### src/rtl/scoreboard_regfile_if.sv
// rtl/scoreboard_regfile_if.sv - read, reserve, writeback and flush signals of the scoreboarded register file
interface scoreboard_regfile_if #(
  parameter int WORD = 32,
  parameter int NREG = 16,
  parameter int W_RD = $clog2(NREG)
);
  logic [W_RD-1:0] rd_name_i;
  logic [W_RD-1:0] rs_name_i;
  logic [WORD-1:0] rd_data_o;
  logic [WORD-1:0] rs_data_o;
  logic            rd_reserved_o;
  logic            rs_reserved_o;
  logic            rd_reserve_i;
  logic            rd_full_o;
  logic            wb0_i;
  logic [W_RD-1:0] wb0_name_i;
  logic [WORD-1:0] wb0_data_i;
  logic            wb1_i;
  logic [W_RD-1:0] wb1_name_i;
  logic [WORD-1:0] wb1_data_i;
  logic            flush_i;
  logic            busy_o;

  modport slave (
    input  rd_name_i, rs_name_i, rd_reserve_i,
    input  wb0_i, wb0_name_i, wb0_data_i,
    input  wb1_i, wb1_name_i, wb1_data_i,
    input  flush_i,
    output rd_data_o, rs_data_o, rd_reserved_o, rs_reserved_o, rd_full_o, busy_o
  );

  modport master (
    output rd_name_i, rs_name_i, rd_reserve_i,
    output wb0_i, wb0_name_i, wb0_data_i,
    output wb1_i, wb1_name_i, wb1_data_i,
    output flush_i,
    input  rd_data_o, rs_data_o, rd_reserved_o, rs_reserved_o, rd_full_o, busy_o
  );
endinterface

### src/rtl/scoreboard_regfile.sv
// rtl/scoreboard_regfile.sv - register file with per-register outstanding-write counters
// Optional same-cycle writeback bypass on the read ports: SCOREBOARD_REGFILE_BYPASS_EN.
module scoreboard_regfile #(
  parameter int WORD = 32,
  parameter int NREG = 16,
  parameter int W_RD = $clog2(NREG),
  parameter int CNTW = 2
) (
  input logic                clk,
  input logic                rst,
  scoreboard_regfile_if.slave bus
);
  localparam int CW1 = CNTW + 1;

  logic [WORD-1:0] regs    [NREG];
  logic [CNTW-1:0] cnt     [NREG];
  logic [CNTW-1:0] cnt_nxt [NREG];
  logic [CNTW-1:0] cnt_dec [NREG];
  logic            busy;

  // Net counter change: +1 for an accepted reserve, -1 per writeback port hit, floored at 0.
  always_comb begin
    for (int i = 0; i < NREG; i++) begin
      logic [CW1-1:0] k;
      logic [CW1-1:0] up;
      logic           inc;
      k   = CW1'(bus.wb0_i && (bus.wb0_name_i == W_RD'(i)))
          + CW1'(bus.wb1_i && (bus.wb1_name_i == W_RD'(i)));
      inc = bus.rd_reserve_i && (bus.rd_name_i == W_RD'(i)) && (cnt[i] != {CNTW{1'b1}});
      up  = {1'b0, cnt[i]} + CW1'(inc);
      cnt_nxt[i] = (up > k) ? CNTW'(up - k) : '0;
      cnt_dec[i] = ({1'b0, cnt[i]} > k) ? CNTW'({1'b0, cnt[i]} - k) : '0;
      if (i == 0) begin
        cnt_nxt[i] = '0;
        cnt_dec[i] = '0;
      end
    end
  end

  always_ff @(posedge clk or posedge rst) begin
    if (rst) begin
      for (int i = 0; i < NREG; i++) begin
        regs[i] <= '0;
        cnt[i]  <= '0;
      end
    end else begin
      for (int i = 1; i < NREG; i++) begin
        if (bus.wb1_i && (bus.wb1_name_i == W_RD'(i))) begin
          regs[i] <= bus.wb1_data_i;
        end else if (bus.wb0_i && (bus.wb0_name_i == W_RD'(i))) begin
          regs[i] <= bus.wb0_data_i;
        end
        cnt[i] <= bus.flush_i ? '0 : cnt_nxt[i];
      end
    end
  end

  always_comb begin
    busy = 1'b0;
    for (int i = 0; i < NREG; i++) begin
      busy = busy | (cnt[i] != '0);
    end
  end

  // Both read ports share one path; index 0 is rd, index 1 is rs.
  always_comb begin
    logic [W_RD-1:0] name [2];
    logic [WORD-1:0] data [2];
    logic [CNTW-1:0] c    [2];
    name[0] = bus.rd_name_i;
    name[1] = bus.rs_name_i;
    for (int p = 0; p < 2; p++) begin
      data[p] = regs[name[p]];
`ifdef SCOREBOARD_REGFILE_BYPASS_EN
      c[p] = cnt_dec[name[p]];
      if (bus.wb0_i && (bus.wb0_name_i == name[p])) data[p] = bus.wb0_data_i;
      if (bus.wb1_i && (bus.wb1_name_i == name[p])) data[p] = bus.wb1_data_i;
`else
      c[p] = cnt[name[p]];
`endif
      if (rst || (name[p] == '0)) begin
        data[p] = '0;
        c[p]    = '0;
      end
    end
    bus.rd_data_o     = data[0];
    bus.rs_data_o     = data[1];
    bus.rd_reserved_o = (c[0] != '0);
    bus.rs_reserved_o = (c[1] != '0);
    bus.rd_full_o     = !rst && (cnt[bus.rd_name_i] == {CNTW{1'b1}});
    bus.busy_o        = !rst && busy;
  end
endmodule

### src/flat_wrapper.sv
// flat-port wrapper written by rule: the top's interface ports become plain ports
module scoreboard_regfile_flat 
#(
  parameter int WORD = 32,
  parameter int NREG = 16,
  parameter int W_RD = $clog2(NREG),
  parameter int CNTW = 2
)
  (clk, rst, bus_rd_name_i, bus_rs_name_i, bus_rd_reserve_i, bus_wb0_i, bus_wb0_name_i, bus_wb0_data_i, bus_wb1_i, bus_wb1_name_i, bus_wb1_data_i, bus_flush_i, bus_rd_data_o, bus_rs_data_o, bus_rd_reserved_o, bus_rs_reserved_o, bus_rd_full_o, bus_busy_o);
  scoreboard_regfile_if #(.WORD(WORD), .NREG(NREG), .W_RD(W_RD)) bus_i ();
  input logic clk;
  input logic rst;
  input wire logic [$bits(bus_i.rd_name_i)-1:0] bus_rd_name_i;
  input wire logic [$bits(bus_i.rs_name_i)-1:0] bus_rs_name_i;
  input wire logic [$bits(bus_i.rd_reserve_i)-1:0] bus_rd_reserve_i;
  input wire logic [$bits(bus_i.wb0_i)-1:0] bus_wb0_i;
  input wire logic [$bits(bus_i.wb0_name_i)-1:0] bus_wb0_name_i;
  input wire logic [$bits(bus_i.wb0_data_i)-1:0] bus_wb0_data_i;
  input wire logic [$bits(bus_i.wb1_i)-1:0] bus_wb1_i;
  input wire logic [$bits(bus_i.wb1_name_i)-1:0] bus_wb1_name_i;
  input wire logic [$bits(bus_i.wb1_data_i)-1:0] bus_wb1_data_i;
  input wire logic [$bits(bus_i.flush_i)-1:0] bus_flush_i;
  output wire logic [$bits(bus_i.rd_data_o)-1:0] bus_rd_data_o;
  output wire logic [$bits(bus_i.rs_data_o)-1:0] bus_rs_data_o;
  output wire logic [$bits(bus_i.rd_reserved_o)-1:0] bus_rd_reserved_o;
  output wire logic [$bits(bus_i.rs_reserved_o)-1:0] bus_rs_reserved_o;
  output wire logic [$bits(bus_i.rd_full_o)-1:0] bus_rd_full_o;
  output wire logic [$bits(bus_i.busy_o)-1:0] bus_busy_o;
  assign bus_i.rd_name_i = bus_rd_name_i;
  assign bus_i.rs_name_i = bus_rs_name_i;
  assign bus_i.rd_reserve_i = bus_rd_reserve_i;
  assign bus_i.wb0_i = bus_wb0_i;
  assign bus_i.wb0_name_i = bus_wb0_name_i;
  assign bus_i.wb0_data_i = bus_wb0_data_i;
  assign bus_i.wb1_i = bus_wb1_i;
  assign bus_i.wb1_name_i = bus_wb1_name_i;
  assign bus_i.wb1_data_i = bus_wb1_data_i;
  assign bus_i.flush_i = bus_flush_i;
  assign bus_rd_data_o = bus_i.rd_data_o;
  assign bus_rs_data_o = bus_i.rs_data_o;
  assign bus_rd_reserved_o = bus_i.rd_reserved_o;
  assign bus_rs_reserved_o = bus_i.rs_reserved_o;
  assign bus_rd_full_o = bus_i.rd_full_o;
  assign bus_busy_o = bus_i.busy_o;
  scoreboard_regfile #(.WORD(WORD), .NREG(NREG), .W_RD(W_RD), .CNTW(CNTW)) u_core (.clk(clk), .rst(rst), .bus(bus_i));
endmodule
### config.mk
export PLATFORM = sky130hd
export DESIGN_NAME = scoreboard_regfile_flat
export DESIGN_NICKNAME = d
export VERILOG_FILES = /design/src/rtl/scoreboard_regfile_if.sv /design/src/rtl/scoreboard_regfile.sv /design/src/flat_wrapper.sv
export SDC_FILE = /design/constraint.sdc
export NUM_CORES = 2
export LEC_CHECK = 0
export BUFFER_PORTS_ARGS = -buffer_cell sky130_fd_sc_hd__clkbuf_2
export CORE_UTILIZATION = 63
export CTS_CLUSTER_SIZE = 20
export DETAILED_ROUTE_END_ITERATION = 6
export GPL_TIMING_DRIVEN = 0
export PLACE_DENSITY = 0.81
export REMOVE_ABC_BUFFERS = 1
export SLEW_MARGIN = 5
export SYNTH_ARGS = -nofsm -noshare
export SYNTH_HDL_FRONTEND = slang
export SYNTH_SLANG_ARGS = --single-unit
### constraint.sdc
create_clock -name clk -period 16.54 [get_ports clk]
set_input_delay 0.827 -clock clk [delete_from_list [all_inputs] [get_ports clk]]
set_output_delay 0.827 -clock clk [all_outputs]
set_load 0.01 [all_outputs]
* Word level (Yosys, flattened, before mapping) *
Cells that the tools add are included.

cells by class
  multipliers = 0
  order comparisons = 17
  equal/unequal tests = 61
  add/sub/neg operators = 45
  bitwise gates (word level) = 17
  muxes and demuxes = 76
  shift operators = 0
  reduce and logical (&&, ||, !) cells = 100
  divide/modulo/power cells = 0

operator list
  cell                  count
  $mux W32              36
  $bmux W32 S4          2
  $eq A4 B4 Y1 const B  24
  $mux W2               36
  $reduce_bool A2 Y1    33
  $logic_and A1 B1 Y1   62
  $eq A4 B3 Y1 const B  12
  $add A2 B1 Y3         15
  $gt A3 B2 Y1          15
  $add A1 B1 Y2         15
  $ne A2 B2 Y1 const B  15
  $sub A2 B2 Y2         15
  $eq A4 B2 Y1 const B  6
  $bmux W2 S4           2
  $or A1 B1 Y1          15
  $eq A4 B1 Y1 const B  3
  $ge A5 B5 Y1 const B  2
  $not A4 Y5            2
  $logic_not A4 Y1      2
  $eq A2 B2 Y1 const B  1
  $logic_or A1 B1 Y1    2
  $logic_not A1 Y1      1

word-level totals
  bits in latches = 0
  bits in writable memories = 0
  memories kept = 0
  input port bits = 86
  register bits = 510
  memory bits (read-only) = 0
  word-level logic and storage cells = 346

* Depth between registers and ports, before layout *
  depth in word-level cells = 17
  gate-level depth with buffers = 15

* Worst setup path after synthesis *
Ideal clock, no wire load.

  path kind = input port to output port
  start = in rst
  end = out bus_rd_data_o[10]
  path slack = 1.863 ns
  arrival = 13.850 ns
  stages on the path = 6
  buffers on the path = 2
  path through = inv_1 o31ai_2 or2_1 buf_2 buf_2 o32ai_1

on the way
  longest elaborated chain between the ends = 2

ends and longest elaborated chain
  element             RTL line                  source
  start, declared     flat_wrapper.sv:12        input logic rst;
  $logic_or A1 B1 Y1  scoreboard_regfile.sv:81  if (rst || (name[p] == '0)) begin
  $mux W32            scoreboard_regfile.sv:81
  end, declared       flat_wrapper.sv:23        output wire logic [$bits(bus_i.rd_data_o)-1:0] bus_rd_data_o;

Every way passes these cells.

* Worst setup path after layout *
  start = in bus_rd_name_i[3]
  end = out bus_rd_data_o[14]

on the way
  longest elaborated chain between the ends = 5
  elaborated cells between the ends (all ways) = 7
  classes of those cells = mux: 4; bitwise: 1; reduce/logical: 2

ends and longest elaborated chain
  element                                       RTL line                  source
  start, declared                               flat_wrapper.sv:13        input wire logic [$bits(bus_i.rd_name_i)-1:0] bus_rd_name_i;
  $not A4 Y5 (implied by the code)              scoreboard_regfile.sv:73  data[p] = regs[name[p]];
  $bmux W32 S4                                  scoreboard_regfile.sv:73
  $mux W32 (implied by the code) (2 in series)  scoreboard_regfile.sv:73
  $mux W32 (*)                                  scoreboard_regfile.sv:81

Every way passes the cells marked *; elsewhere a longest branch is shown, timed or not. The select of a mux whose other input is x is not followed.

==> results.txt <==
Cell Area, Synth - 0.0335 mm²
Primary FF master, synth - dfrtp_1
CP max-delay cell - o32ai_1
Share of layout cells above drive strength 1 - 19.0%
Maximum vdd drop - 87.0 µV
# placed instances - 3,783
Most frequent cells in the layout - 555 x mux2i_1, 510 x dfrtp_1, 498 x nand2_1, 384 x o21ai_0, 197 x mux4_2
Largest net degree at the start of global routing - 130
Row cnt - 84
Number of synthesized flops with an enable pin - 0
WL/cell - 28.6 µm
Hold slack - 0.297 ns
Crit path time final - 4.84 ns
Total of flip-flops plus latches after synthesis - 510
Placer Congestion - 0.882
Reg2Reg Setup Slack - 14.36 ns
Crit path largest cell delay - 0.72 ns
Finished Layout Cells - 3,891
Initial antenna violation count - 6
Most common cell after layout, fill and taps aside - mux2i_1
Endpoints failing setup - 0
Drt drc - 0
TritonRoute pass-1 iters - 6
Critical Path Source Type - primary input
Grt ovf - 0
Clk root buf - clkbuf_16
Pre-CTS setup slack - 11.87 ns
Fin crit share - 29.3%
Clock latency on the worst-skew pair - 0.63 ns
Run status - finished, final reports clean
Slew @ Worst Pin - 1.05 ns
Core footprint - 0.0526 mm²
Post-Synthesis Cells - 3,220
Relative slew slack - 29.9%
Num CTS Buffers - 56
# port buffers - 153
Synth async-reset ratio - 100%
Critical path fanouts, max - 54
Sequential area share after synthesis - 38.1%
DRT iter0 DRCs - 4,361
Final #Nets - 3,329
DR vias - 28,602
Die area - 0.0541 mm²
Critical path depth in cells - 8
Die width - 233 µm
Vias in the first global route - 29,200
CTS tree - built
Clk pin slew, worst setup/hold paths - 0.06 ns
Post-CTS Hold Buffers - 0
Max-cap violation count - 0
Leak pwr - 0.0165 µW
Critical path type - in -> out
RSZ-0062 raised after global routing - false
Drt via density - 7.35
Worst Slack Setup Final - 11.70 ns
DP Wirelength - 63,800 µm
Worst R2R End - u_core.cnt[21]
CP required - 15.71 ns
Die height - 233 µm
Yosys top cell by area - dfrtp_1
Distinct cell type count after synthesis - 45
Fmax - 207 MHz
Max Clock Skew - 0.00473 ns
Core Util, Final - 70.7%
Global Route Usage Sum - 41.5%
Synth top area cells - dfrtp_1 38%, mux2i_1 17%, mux4_2 13%, o21ai_0 5.7%, nand2_1 5.6%
Critical path arrival - 4.01 ns
Post-CTS sizing - 0
Top delay family on crit path - buffers and inverters
H-Tree Depth - 2
First-pass GRT wire length - 170,000 µm
Fin. Hold Viols - 0
Hold Crit Class - in -> async
Syn Area/Cell - 10.4 µm²
Total Wirelength - 111,000 µm
Worst path cell trace - clkbuf_8 -> buf_16 -> or2_1 -> o31ai_2 -> or2_2 -> buf_12 -> o32ai_1 -> clkbuf_2
Slew Limit Fails - 0
Post-synth top area share - 38.1%
Synth warn - 34
Final ANT Viol Nets - 0
FF-to-FF path depth - 7
Clock tree sinks - 510
Worst path bufs/invs - 4
Ports - 154
Initial core utilization - 63.8%
Power Density - 109 mW/mm²
Crit path capture type - output port
Max clock buf depth - 3
RR Startpoint - u_core.cnt[20]
Post-CTS Setup Inserts - 0
P&R area growth vs syn - 10.8%
==> synthesized netlist by cell type, types with 39 or more instances <==
library cell / number
a221oi_1: 65
inv_1: 102
mux2i_1: 555
nand2_1: 500
o21ai_0: 384
o21ai_1: 96
buf_2: 61
dfrtp_1: 510
mux4_2: 197
nor2_1: 78
mux2_2: 65
ha_1: 75
clkbuf_1: 202
nor3_1: 39
==> layout make-up <==
cell class                      instances  area, µm²
Antenna cell                            4       10.0
Clock buffer                           80       1710
Clock inverter                         24        250
Fill cell                            3544      15400
Inverter                              104        402
Multi-Input combinational cell       2277      19100
Sequential cell                       510      12800
Tap cell                              688        861
Timing Repair Buffer                  204       2020
==> logic make-up (layout without fill, tap and decap cells) <==
kind of cell | count (synthesis) | in the layout | synth area share (%)
mux | 817 | 817 | 32.0
simple gates | 687 | 687 | 8.38
other cells | 0 | 4 | 0
compound gates | 683 | 683 | 12.2
flops | 510 | 510 | 38.1
fa+ha+maj | 90 | 90 | 3.69
buf+inv | 433 | 412 | 5.67
==> metal layers <==
layer	track usage, %	routed length [µm]
met1	52.2	39200
met2	61.8	50000
met3	12.9	14500
met4	27.6	7460
met5	0	42
==> state kept, by name (all words and copies together), names as in the netlist <==
| name | flops |
|---|---|
| u_core.cnt | 30 |
| u_core.regs | 480 |
==> report_power, final <==
group          switching (µW)  total [µW]  internal [µW]
combinational             487         956            469
clock                     551        1330            781
sequential                224        1750           1520
total                    1260        4030           2770
==> through the flow <==
step / TNS (ns) / area, µm² / total power, µW
floorplan: -93.03 / 32000 / 2320
global placement: -2660.45 / 33600 / 2600
detailed placement: 0 / 35200 / 2680
CTS: 0 / 37200 / 4000
global route: 0 / 37200 / 4180
finish: 0 / 37200 / 4030
==> worst max-delay path by stage <==
stage,from,endpoint,slack (ns)
after floorplan,rst,bus_rs_data_o[0],-1.87
after global placement,rst,bus_rs_data_o[7],-10.15
after detailed placement,rst,bus_rd_data_o[7],11.87
after CTS,rst,bus_rd_data_o[7],11.84
after global routing,rst,bus_rd_data_o[14],11.58
final,bus_rd_name_i[3],bus_rd_data_o[14],11.70
No activity file was read; power rests on OpenSTA's default activity.
